File: src/rtl/int16_to_float.sv
// int16_to_float: converts a 16-bit offset-binary fixed-point code into an
// IEEE-754 single-precision value.
//   value = (in_code - OFFSET) / 2^FRAC_BITS
// Normalisation is iterative: one left shift per cycle until the magnitude MSB
// is set, so latency depends on the leading-zero count of the magnitude.
//
// Ports:
//   clk        clock, all state updates on the rising edge
//   rst_n      synchronous active-low reset
//   in_valid   in_code is valid
//   in_ready   block can accept a code (IDLE only)
//   in_code    offset-binary fixed-point input
//   out_valid  out_float is valid (DONE only)
//   out_ready  consumer accepts out_float
//   out_float  IEEE-754 single result, holds its last value after hand-off
//   busy       high while a conversion is in flight or waiting for hand-off
module int16_to_float #(
    parameter logic [15:0] OFFSET    = 16'h8000,
    parameter int unsigned FRAC_BITS = 5
) (
    input  logic        clk,
    input  logic        rst_n,
    input  logic        in_valid,
    output logic        in_ready,
    input  logic [15:0] in_code,
    output logic        out_valid,
    input  logic        out_ready,
    output logic [31:0] out_float,
    output logic        busy
);

    typedef enum logic [1:0] {StIdle, StNorm, StDone} state_e;

    // Exponent of a value whose magnitude MSB sits at bit 15.
    localparam logic [7:0] ExpInit = 8'(127 + 15 - FRAC_BITS);

    state_e      state_q, state_d;
    logic [15:0] mag_q, mag_d;
    logic [7:0]  exp_q, exp_d;
    logic        sign_q, sign_d;
    logic [31:0] result_q, result_d;

    logic [16:0] diff;
    logic [15:0] diff_mag;

    // 17-bit subtraction keeps the sign; -32768 negates to 0x8000 as required.
    assign diff     = {1'b0, in_code} - {1'b0, OFFSET};
    assign diff_mag = diff[16] ? (~diff[15:0] + 16'd1) : diff[15:0];

    always_comb begin
        state_d  = state_q;
        mag_d    = mag_q;
        exp_d    = exp_q;
        sign_d   = sign_q;
        result_d = result_q;
        unique case (state_q)
            StIdle: begin
                if (in_valid) begin
                    sign_d = diff[16];
                    mag_d  = diff_mag;
                    exp_d  = ExpInit;
                    if (diff == 17'd0) begin
                        // Zero is always +0.0.
                        result_d = 32'h0000_0000;
                        state_d  = StDone;
                    end else begin
                        state_d = StNorm;
                    end
                end
            end
            StNorm: begin
                if (mag_q[15]) begin
                    // Hidden bit dropped; 15 remaining bits fit exactly.
                    result_d = {sign_q, exp_q, mag_q[14:0], 8'b0};
                    state_d  = StDone;
                end else begin
                    mag_d = {mag_q[14:0], 1'b0};
                    exp_d = exp_q - 8'd1;
                end
            end
            StDone: begin
                if (out_ready) begin
                    state_d = StIdle;
                end
            end
            default: state_d = StIdle;
        endcase
    end

    always_ff @(posedge clk) begin
        if (!rst_n) begin
            state_q  <= StIdle;
            mag_q    <= 16'd0;
            exp_q    <= 8'd0;
            sign_q   <= 1'b0;
            result_q <= 32'd0;
        end else begin
            state_q  <= state_d;
            mag_q    <= mag_d;
            exp_q    <= exp_d;
            sign_q   <= sign_d;
            result_q <= result_d;
        end
    end

    assign in_ready  = (state_q == StIdle);
    assign out_valid = (state_q == StDone);
    assign busy      = (state_q != StIdle);
    assign out_float = result_q;

endmodule

File: config.mk
export PLATFORM = sky130hd
export DESIGN_NAME = int16_to_float
export DESIGN_NICKNAME = d
export VERILOG_FILES = /design/src/rtl/int16_to_float.sv
export SDC_FILE = /design/constraint.sdc
export NUM_CORES = 1
export LEC_CHECK = 0
export CAP_MARGIN = 20
export CORE_MARGIN = 2
export CORE_UTILIZATION = 52
export CTS_BUF_LIST = sky130_fd_sc_hd__clkbuf_16
export DETAILED_ROUTE_END_ITERATION = 8
export PLACE_DENSITY_LB_ADDON = 0.2
export SYNTH_ARGS = -nofsm -noshare
export SYNTH_HDL_FRONTEND = slang
export SYNTH_SLANG_ARGS = --single-unit
File: constraint.sdc
create_clock -name clk -period 2.3 [get_ports clk]
set_clock_uncertainty 0.1 [all_clocks]
set_input_delay 0.46 -clock clk [delete_from_list [all_inputs] [get_ports clk]]
set_output_delay 0.46 -clock clk [all_outputs]
set_load 0.01 [all_outputs]
==> results of run 1 <==
-- report_power, final --
| part | switching [mW] | total [mW] | internal (mW) |
|---|---|---|---|
| Clock | 0.319 | 0.827 | 0.508 |
| Combinational | 0.272 | 0.521 | 0.249 |
| Sequential | 0.0817 | 1.04 | 0.954 |
| Total | 0.673 | 2.38 | 1.71 |
-- through the flow --
step           power (mW)  hold WS (ns)
5_1_grt              2.48         0.413
6_report             2.38         0.391
3_5_place_dp         1.56         0.376
4_1_cts              2.38         0.390
3_3_place_gp         1.55         0.373
2_1_floorplan        1.38         0.337
-- worst max path at each step --
stage | from | to | cells after the start
2_1_floorplan | in_code[0] | out_float[17] | 7
6_report | state_q[1] | out_valid | 2
5_1_grt | state_q[1] | out_valid | 2
3_5_place_dp | in_code[1] | mag_q[14] | 7
3_3_place_gp | in_code[0] | mag_q[14] | 7
4_1_cts | state_q[0] | busy | 3
-- final cells by class --
type / count / share of cell area [%]
Multi-Input combinational cell: 248 / 45.0
Clock inverter: 3 / 1.06
Clock buffer: 5 / 3.43
Timing Repair Buffer: 70 / 18.8
Sequential cell: 51 / 28.1
Tap cell: 70 / 2.40
Inverter: 12 / 1.24
-- sequential cells by signal, indices dropped and copies added, names as in the netlist --
register / cells
state_q: 2
exp_q: 8
mag_q: 16
out_float: 24
sign_q: 1
-- tightest hold or removal path, cell delays in order, from the launching register on --
cell and delay (ns):
dfxtp_1 0.34, a32oi_1 0.06, o21ai_0 0.06
-- cells by family after synthesis --
kind of cell | count (synthesis)
AOI/OAI and AO/OA | 122
and+or+nand+nor | 103
DFF | 51
buffers and inverters | 47
muxes | 8
xor gates and xnor gates | 5
adders and majority gates | 2
other | 1
-- synth_stat cells, types with 8 or more instances --
library cell	n
dfxtp_1	51
o21ai_0	44
a21oi_1	24
a32oi_1	24
nand3b_1	24
nor2_1	19
clkbuf_1	18
inv_1	12
nand2_1	12
nor3_1	10
a31oi_1	9
buf_4	8
-- layer usage --
layer	up-vias	GRT usage (%)
met2	111	34.1
met1	1298	35.5
met5	-	0
li1	1359	-
met3	8	5.29
met4	0	8.07
-- what timing repair did --
item,in CTS,in global routing
hold buffers,0,0
endpoints found under the setup margin,0,3
gates resized for setup,0,1
==> results.json, run 1 <==
{
  "initial_core_util_pct": 54.9,
  "r2r_end": "exp_q[4]",
  "die_w_um": 78.1,
  "routed.top_layer": "met4",
  "ys_warn_count": 0,
  "synth_adder_area_share_pct": 0.876,
  "utilization_pct": 70.0,
  "critPathSlowestCell": "clkdlybuf4s50_1",
  "rows": 26,
  "synth_top_family_by_area": "compound AO/OA/AOI/OAI gates",
  "post-cts-setup-buffers": 0,
  "clock_path_buffers": 2,
  "cpPeakStageDelay_ns": 0.59,
  "core_area_mm2": 0.00520,
  "drc": 0,
  "cts_tree": "built",
  "whs_endpoint": "out_float[31]",
  "cp_data_arrival_time_ns": 1.61,
  "ys.flop_type": "dfxtp_1",
  "dp_worst_setup_slack_ns": 0.00225,
  "crit_fanout": 8,
  "clk_pin_slew_worst_paths_ns": 0.07,
  "finalHoldViolCount": 0,
  "cts_buffers": 5,
  "synthCells": 339,
  "wire_per_inst_um": 15.5,
  "placed_cells": 451,
  "peakVddDrop_v": 0.000351,
  "synth-xor-area-share_pct": 1.53,
  "synth_edf_count": 0,
  "h-tree-depth": 2,
  "synth-simple-area-share_pct": 22.7,
  "r2r_cells": 4,
  "synth_area_leaders": "dfxtp_1, o21ai_0, a32oi_1, nand3b_1, a21oi_1",
  "finalSetupTns_ns": 0,
  "port_buffers": 46,
  "syn_avg_cell_area_um2": 8.42,
  "fin_area_mm2": 0.00364,
  "fill_cells": 424,
  "fin_ws_ns": 0.128,
  "cts_sinks": 51,
  "dpl_cell_area_mm2": 0.00348,
  "viasPerCell": 6.05,
  "grt_antenna_before_repair": 0,
  "worstSetupStartpointType": "flop",
  "hp-start": "sign_q",
  "rsz0062_at_grt": "no",
  "finalMaxSlewViolations": 0,
  "period_needed_ns": 2.17,
  "syn_area_mm2": 0.00286,
  "path_buf_inv": 1,
  "grt_pass1_vias": 2432,
  "areaGrowthSynthToFinish_pct": 27.6,
  "fin_crit_sh_pct": 94.5,
  "layout_commonest_cell": "dfxtp_1",
  "regArea_mm2": 0.00102,
  "die_h_um": 78.1,
  "mostFrequentLayoutCells": "dfxtp_1, clkdlybuf4s50_1, o21ai_0",
  "die_area_mm2": 0.00610,
  "multi_input_area_mm2": 0.00164,
  "synth_compound_area_share_pct": 28.2,
  "post-dp-hpwl_mm": 4.99,
  "clkLatencyLatePin_ns": 0.29,
  "endpoint_kind": "output pin",
  "cap_violations": 0,
  "totalWireLength_mm": 7.11,
  "crit_type": "flop to output pin",
  "overflow": 0,
  "grt_pass1_wl_mm": 11.9,
  "grt_use_total_pct": 23.9,
  "hold_depth": 2,
  "p_per_area_mw_per_mm2": 654,
  "r2r_slack_ns": 0.48,
  "ant_nets": 0,
  "crit_required_ns": 1.74,
  "clock-root-buffer": "clkbuf_16",
  "status": "finished, final reports clean",
  "drive_gt1_share_pct": 13.1,
  "async_reset_ff_share_pct": 0,
  "nets": 410,
  "vias": 2776,
  "synth_seq_cells": 51,
  "fmax_ghz": 0.460,
  "first_pass_iters": 4,
  "io_pins": 55,
  "path_cells": "nor2b_1 -> clkdlybuf4s50_1",
  "p_leak_nw": 1.30,
  "ys_types": 54,
  "wl_met1_mm": 3.46,
  "grt_max_degree": 67,
  "gp_congestion": 0.858,
  "finalNonFillerCells": 459,
  "drt_iter0_drc": 164,
  "synthMuxAreaShare_pct": 2.89,
  "diodes": 0,
  "yosysSeqAreaShare_pct": 35.8,
  "r2r_start": "state_q[0]",
  "setup_viol": 0,
  "synth_top_area_share_pct": 35.8,
  "hold_class": "flop to flop",
  "synth_top_cell_by_area": "dfxtp_1",
  "path_delay_family": "buffers and inverters",
  "met3_length_um": 442,
  "wl_met2_mm": 3.09
}
Note: power is estimated with default switching activity, not from simulation.
==> run 2: changes to the inputs <==
--- a/config.mk
+++ b/config.mk
@@ -10,6 +10,7 @@
 export CORE_UTILIZATION = 52
 export CTS_BUF_LIST = sky130_fd_sc_hd__clkbuf_16
 export DETAILED_ROUTE_END_ITERATION = 8
+export HOLD_SLACK_MARGIN = 0.1
 export PLACE_DENSITY_LB_ADDON = 0.2
 export SYNTH_ARGS = -nofsm -noshare
 export SYNTH_HDL_FRONTEND = slang
==> results of run 2 <==
The final DEF is identical to that of run 1; final timing and power are the same.
==> run 3: changes to the inputs <==
--- a/config.mk
+++ b/config.mk
@@ -6,6 +6,7 @@
 export NUM_CORES = 1
 export LEC_CHECK = 0
 export CAP_MARGIN = 20
+export CORE_ASPECT_RATIO = 1.4
 export CORE_MARGIN = 2
 export CORE_UTILIZATION = 52
 export CTS_BUF_LIST = sky130_fd_sc_hd__clkbuf_16
==> results.json, run 3 (synthesized netlist as in run 1, its figures left out) <==
{
  "largest_register_ffs": 24,
  "drc": 0,
  "drt_iter0_drc": 373,
  "fin_crit_sh_pct": 91.8,
  "crit_fanout": 12,
  "port_buffers": 46,
  "utilization_pct": 69.0,
  "hold_class": "flop to flop",
  "r2r_end": "exp_q[6]",
  "ant_nets": 0,
  "r2r_start": "state_q[0]",
  "clock-root-buffer": "clkbuf_16",
  "setup_viol": 0,
  "viasPerCell": 6.13,
  "crit_type": "flop to output pin",
  "first_pass_iters": 5,
  "core_area_mm2": 0.00524,
  "finalMaxSlewViolations": 0,
  "vias": 2787,
  "initial_core_util_pct": 54.5,
  "cap_violations": 0,
  "diodes": 0,
  "r2r_cells": 4,
  "hold_depth": 2,
  "grt_pass1_vias": 2546,
  "rsz0062_at_grt": "no",
  "status": "finished, final reports clean",
  "drive_gt1_share_pct": 13.4,
  "r2r_slack_ns": 0.44,
  "clkLatencyLatePin_ns": 0.29,
  "fill_cells": 435,
  "worstSetupStartpointType": "flop",
  "mostFrequentLayoutCells": "dfxtp_1, clkdlybuf4s50_1, o21ai_0",
  "cts_buffers": 5,
  "overflow": 0,
  "areaGrowthSynthToFinish_pct": 26.6,
  "cts_hold_buf": 0,
  "cp_data_arrival_time_ns": 1.55,
  "die_h_um": 91.7,
  "whs_endpoint": "out_float[31]",
  "endpoint_kind": "output pin",
  "clock_path_buffers": 2,
  "grt_max_degree": 67,
  "crit_required_ns": 1.74,
  "grt_antenna_before_repair": 0,
  "post-cts-setup-buffers": 0,
  "totalWireLength_mm": 7.48,
  "finalHoldViolCount": 0,
  "die_w_um": 66.6,
  "wire_per_inst_um": 16.4,
  "p_per_area_mw_per_mm2": 661,
  "cts_tree": "built",
  "gp_congestion": 0.846,
  "fmax_ghz": 0.474,
  "finalSetupTns_ns": 0,
  "nets": 410,
  "h-tree-depth": 2,
  "post-dp-hpwl_mm": 5.33,
  "grt_pass1_wl_mm": 12.2,
  "io_pins": 55,
  "die_area_mm2": 0.00611,
  "rows": 31,
  "cts_sinks": 51,
  "period_needed_ns": 2.11,
  "p_leak_nw": 1.29,
  "grt_use_total_pct": 25.5,
  "peakVddDrop_v": 0.000403,
  "hp-start": "sign_q",
  "layout_commonest_cell": "dfxtp_1",
  "clk_pin_slew_worst_paths_ns": 0.07
}
-- run 3: worst max path at each step --
stage	from	slack (ns)	endpoint	cells past startpoint
finish	state_q[1]	0.19	out_valid	2
global route	state_q[1]	0.11	out_valid	2
CTS	state_q[1]	0.03	out_valid	2
detailed placement	in_code[0]	0.01	mag_q[14]	7
global placement	in_code[0]	0.06	mag_q[14]	7
floorplan	in_code[0]	0.50	out_float[17]	7
-- run 3: where the power goes --
group | switching (mW) | internal, mW
Combinational | 0.274 | 0.245
Clock | 0.326 | 0.508
Sequential | 0.0841 | 0.954
-- run 3: metal layers --
layer / wire length, um / vias up / track usage (%)
li1: - / 1360 / -
met1: 3140 / 1323 / 33.4
met2: 3900 / 96 / 42.4
met3: 336 / 8 / 4.05
met4: 100 / 0 / 7.65
met5: 0 / - / 0
-- run 3: layout make-up --
| class | count | area, um2 | area share (%) |
|---|---|---|---|
| Sequential cell | 51 | 1020 | 28.3 |
| Inverter | 12 | 45.0 | 1.25 |
| Timing Repair Buffer | 70 | 661 | 18.3 |
| Tap cell | 66 | 82.6 | 2.28 |
| Multi-Input combinational cell | 248 | 1640 | 45.3 |
| Clock inverter | 3 | 38.8 | 1.07 |
| Clock buffer | 5 | 125 | 3.46 |
-- run 3: timing repair --
action / CTS / global route
hold endpoints to repair: 0 / 0
setup endpoints to repair: 0 / 2
gates resized for setup: 0 / 2
-- run 3: worst max-delay path, cell delays in order, from the launching register on --
cell and delay [ns]:
dfxtp_2 0.47, nor2b_1 0.23, clkdlybuf4s50_1 0.56
-- run 3: metrics by stage --
stage / setup WS (ns) / cells / cell area [um2] / total power [mW] / hold slack, ns
floorplan: 0.499 / 346 / 2880 / 1.38 / 0.337
global placement: 0.0582 / 447 / 3450 / 1.56 / 0.359
detailed placement: 0.00967 / 447 / 3450 / 1.57 / 0.383
CTS: 0.0295 / 455 / 3610 / 2.38 / 0.400
global route: 0.109 / 455 / 3610 / 2.49 / 0.430
finish: 0.189 / 455 / 3610 / 2.39 / 0.398
==> variant: new RTL, config.mk and constraints of run 1 <==
Reset style: asynchronous (`rst_n`), changed in one clocked block. Comments in the files are not updated.
--- a/src/rtl/int16_to_float.sv
+++ b/src/rtl/int16_to_float.sv
@@ -87,7 +87,7 @@
         endcase
     end
 
-    always_ff @(posedge clk) begin
+    always_ff @(posedge clk or negedge rst_n) begin
         if (!rst_n) begin
             state_q  <= StIdle;
             mag_q    <= 16'd0;
Formal check against the unedited RTL: differs if rst_n is asserted again (counterexample within 4 cycles, from zero or initial values and one cycle with rst_n low); with rst_n held inactive, the same outputs for 10 cycles.
==> variant against run 1 <==
Cell count down 20%; die area fell by 12%; non-clock buffer count grew 13; synthesized cell count shrank 31%; setup slack worse by 95 ps; final area decreased by 6.7%; routed wire length is 16% lower; sequential cell count is the same; area after synthesis down 13%.
Power is not compared: it rests on default switching activity, and its combinational part moved more than twofold at a synthesized area within 25%.
==> variant: results (changes against run 1) <==
Status
  • Status: finished clean (unchanged)

Setup path
  • Arrival time at the worst endpoint: 2340 ps (was 1610 ps)
  • CP max FO: 6 (was 8)

Finish
  • Signal inverters: 9 (was 12)
  • Signal buffers: 83 (was 70)
  • Fin nets: 332 (was 410)
  • Area of the multi-input gates: 1100 µm² (was 1640 µm²)
  • Area grow syn2layout: 36.2% (was 27.6%)
  • Buffering overhead: 23.0% (was 18.8%)
  • Filler instances: 363 (was 424)
  • Register area: 1280 µm² (was 1020 µm²)
  • Multi-input gates: 160 (was 248)
  • Share of cells above drive strength 1: 18.0% (was 13.1%)
  • ClkCell Share: 4.01% (was 4.50%)
  • Layout Cells excl Fill: 365 (was 459)

Route
  • Max layer used: met4 (unchanged)
  • First-pass DRT Iterations: 5 (was 4)
  • Met2 wire length: 2940 µm (was 3090 µm)
  • Drt initial violations: 130 (was 164)
  • Overall routed net length: 5970 µm (was 7110 µm)
  • Drt via density: 5.65 (was 6.05)
  • Routed wl met3: 271 µm (was 442 µm)
  • WL met1: 2630 µm (was 3460 µm)

Global route
  • Grt met3 use: 3.70% (was 5.29%)
  • Met2 Usage GRT: 37.2% (was 34.1%)
  • Met1 Usage GRT: 33.3% (was 35.5%)
  • First-pass GRT wire length: 9660 µm (was 11900 µm)
  • Largest net degree at the start of global routing: 52 (was 67)
  • Vias in the first global route: 1919 (was 2432)
  • Total GRT Usage: 24.0% (was 23.9%)

CTS
  • Depth of the CTS H-tree: 2 (unchanged)
  • Setup Buffers After CTS: 1 (was 0)
  • Root Driver: clkbuf_16 (unchanged)
  • Post-CTS Resized: 7 (was 0)
  • Clock Latency Late Sink: roughly 280 ps
  • Max Buffers Root-to-Sink: 2 (unchanged)

Synthesis
  • Distinct cells, synth: 44 (was 54)
  • Mean post-synth cell area: 10.6 µm² (was 8.42 µm²)
  • Cell count after synthesis: 235 (was 339)
  • Compound-Gate Fraction of Synth Area: 20.7% (was 28.2%)
  • Synth Area in Adders: 1.00% (was 0.876%)
  • Mux cell area share after synthesis: 0.401% (was 2.89%)
  • Post-synthesis sequential area ratio: 51.1% (was 35.8%)
  • Syn. warnings: 0 (unchanged)
  • Post-synth top flop: dfrtp_1 (was dfxtp_1)
  • Post-Synth XOR/XNOR Area: 6.31% (was 1.53%)
  • Post-synth top cells: dfrtp_1, a22o_1, nor2_1, a21oi_1 (was dfxtp_1, o21ai_0, a21oi_1, a32oi_1, nand3b_1)
  • Fraction of registers with async set/reset: 100% (was 0%)
  • Synth area leaders: dfrtp_1, a22o_1, xnor2_1 (was dfxtp_1, o21ai_0, a32oi_1)

Placed design
  • Routability Congestion: 0.806 (was 0.858)
  • Dpl ws: -376 ps (was 2.25 ps)
  • Dpl cell area: 3170 µm² (was 3480 µm²)
  • Hpwl dp: 4120 µm (was 4990 µm)
  • Inst Count DP: 352 (was 451)
variant: final timing paths:
path | start | endpoint | slack (ps) | depth (start not counted)
worst max-delay path | in_code[9] | out_float[19] | 30 | 7
worst min-delay path | rst_n | out_float[25] | 180 | 2
worst max register to register | state_q[0] | exp_q[6] | 160 | 5
worst min register to register | sign_q | sign_q | 380 | 2
max in group asynchronous | rst_n | out_float[31] | 1510 | 2
min in group clk | sign_q | sign_q | 380 | 2
variant: worst max-delay path, stage by stage:
cell and delay [ps]:
dlygate4sd2_1 240, or4_4 530, or3_4 360, nor3_4 230
o21ai_4 140, clkbuf_16 200, a22o_1 170
variant: logic make-up after synthesis:
family / Yosys count
AOI/OAI and AO/OA: 70
xor gates and xnor gates: 18
adders and majority gates: 2
buffers and inverters: 31
DFF: 51
muxes: 1
other: 1
and+or+nand+nor: 61
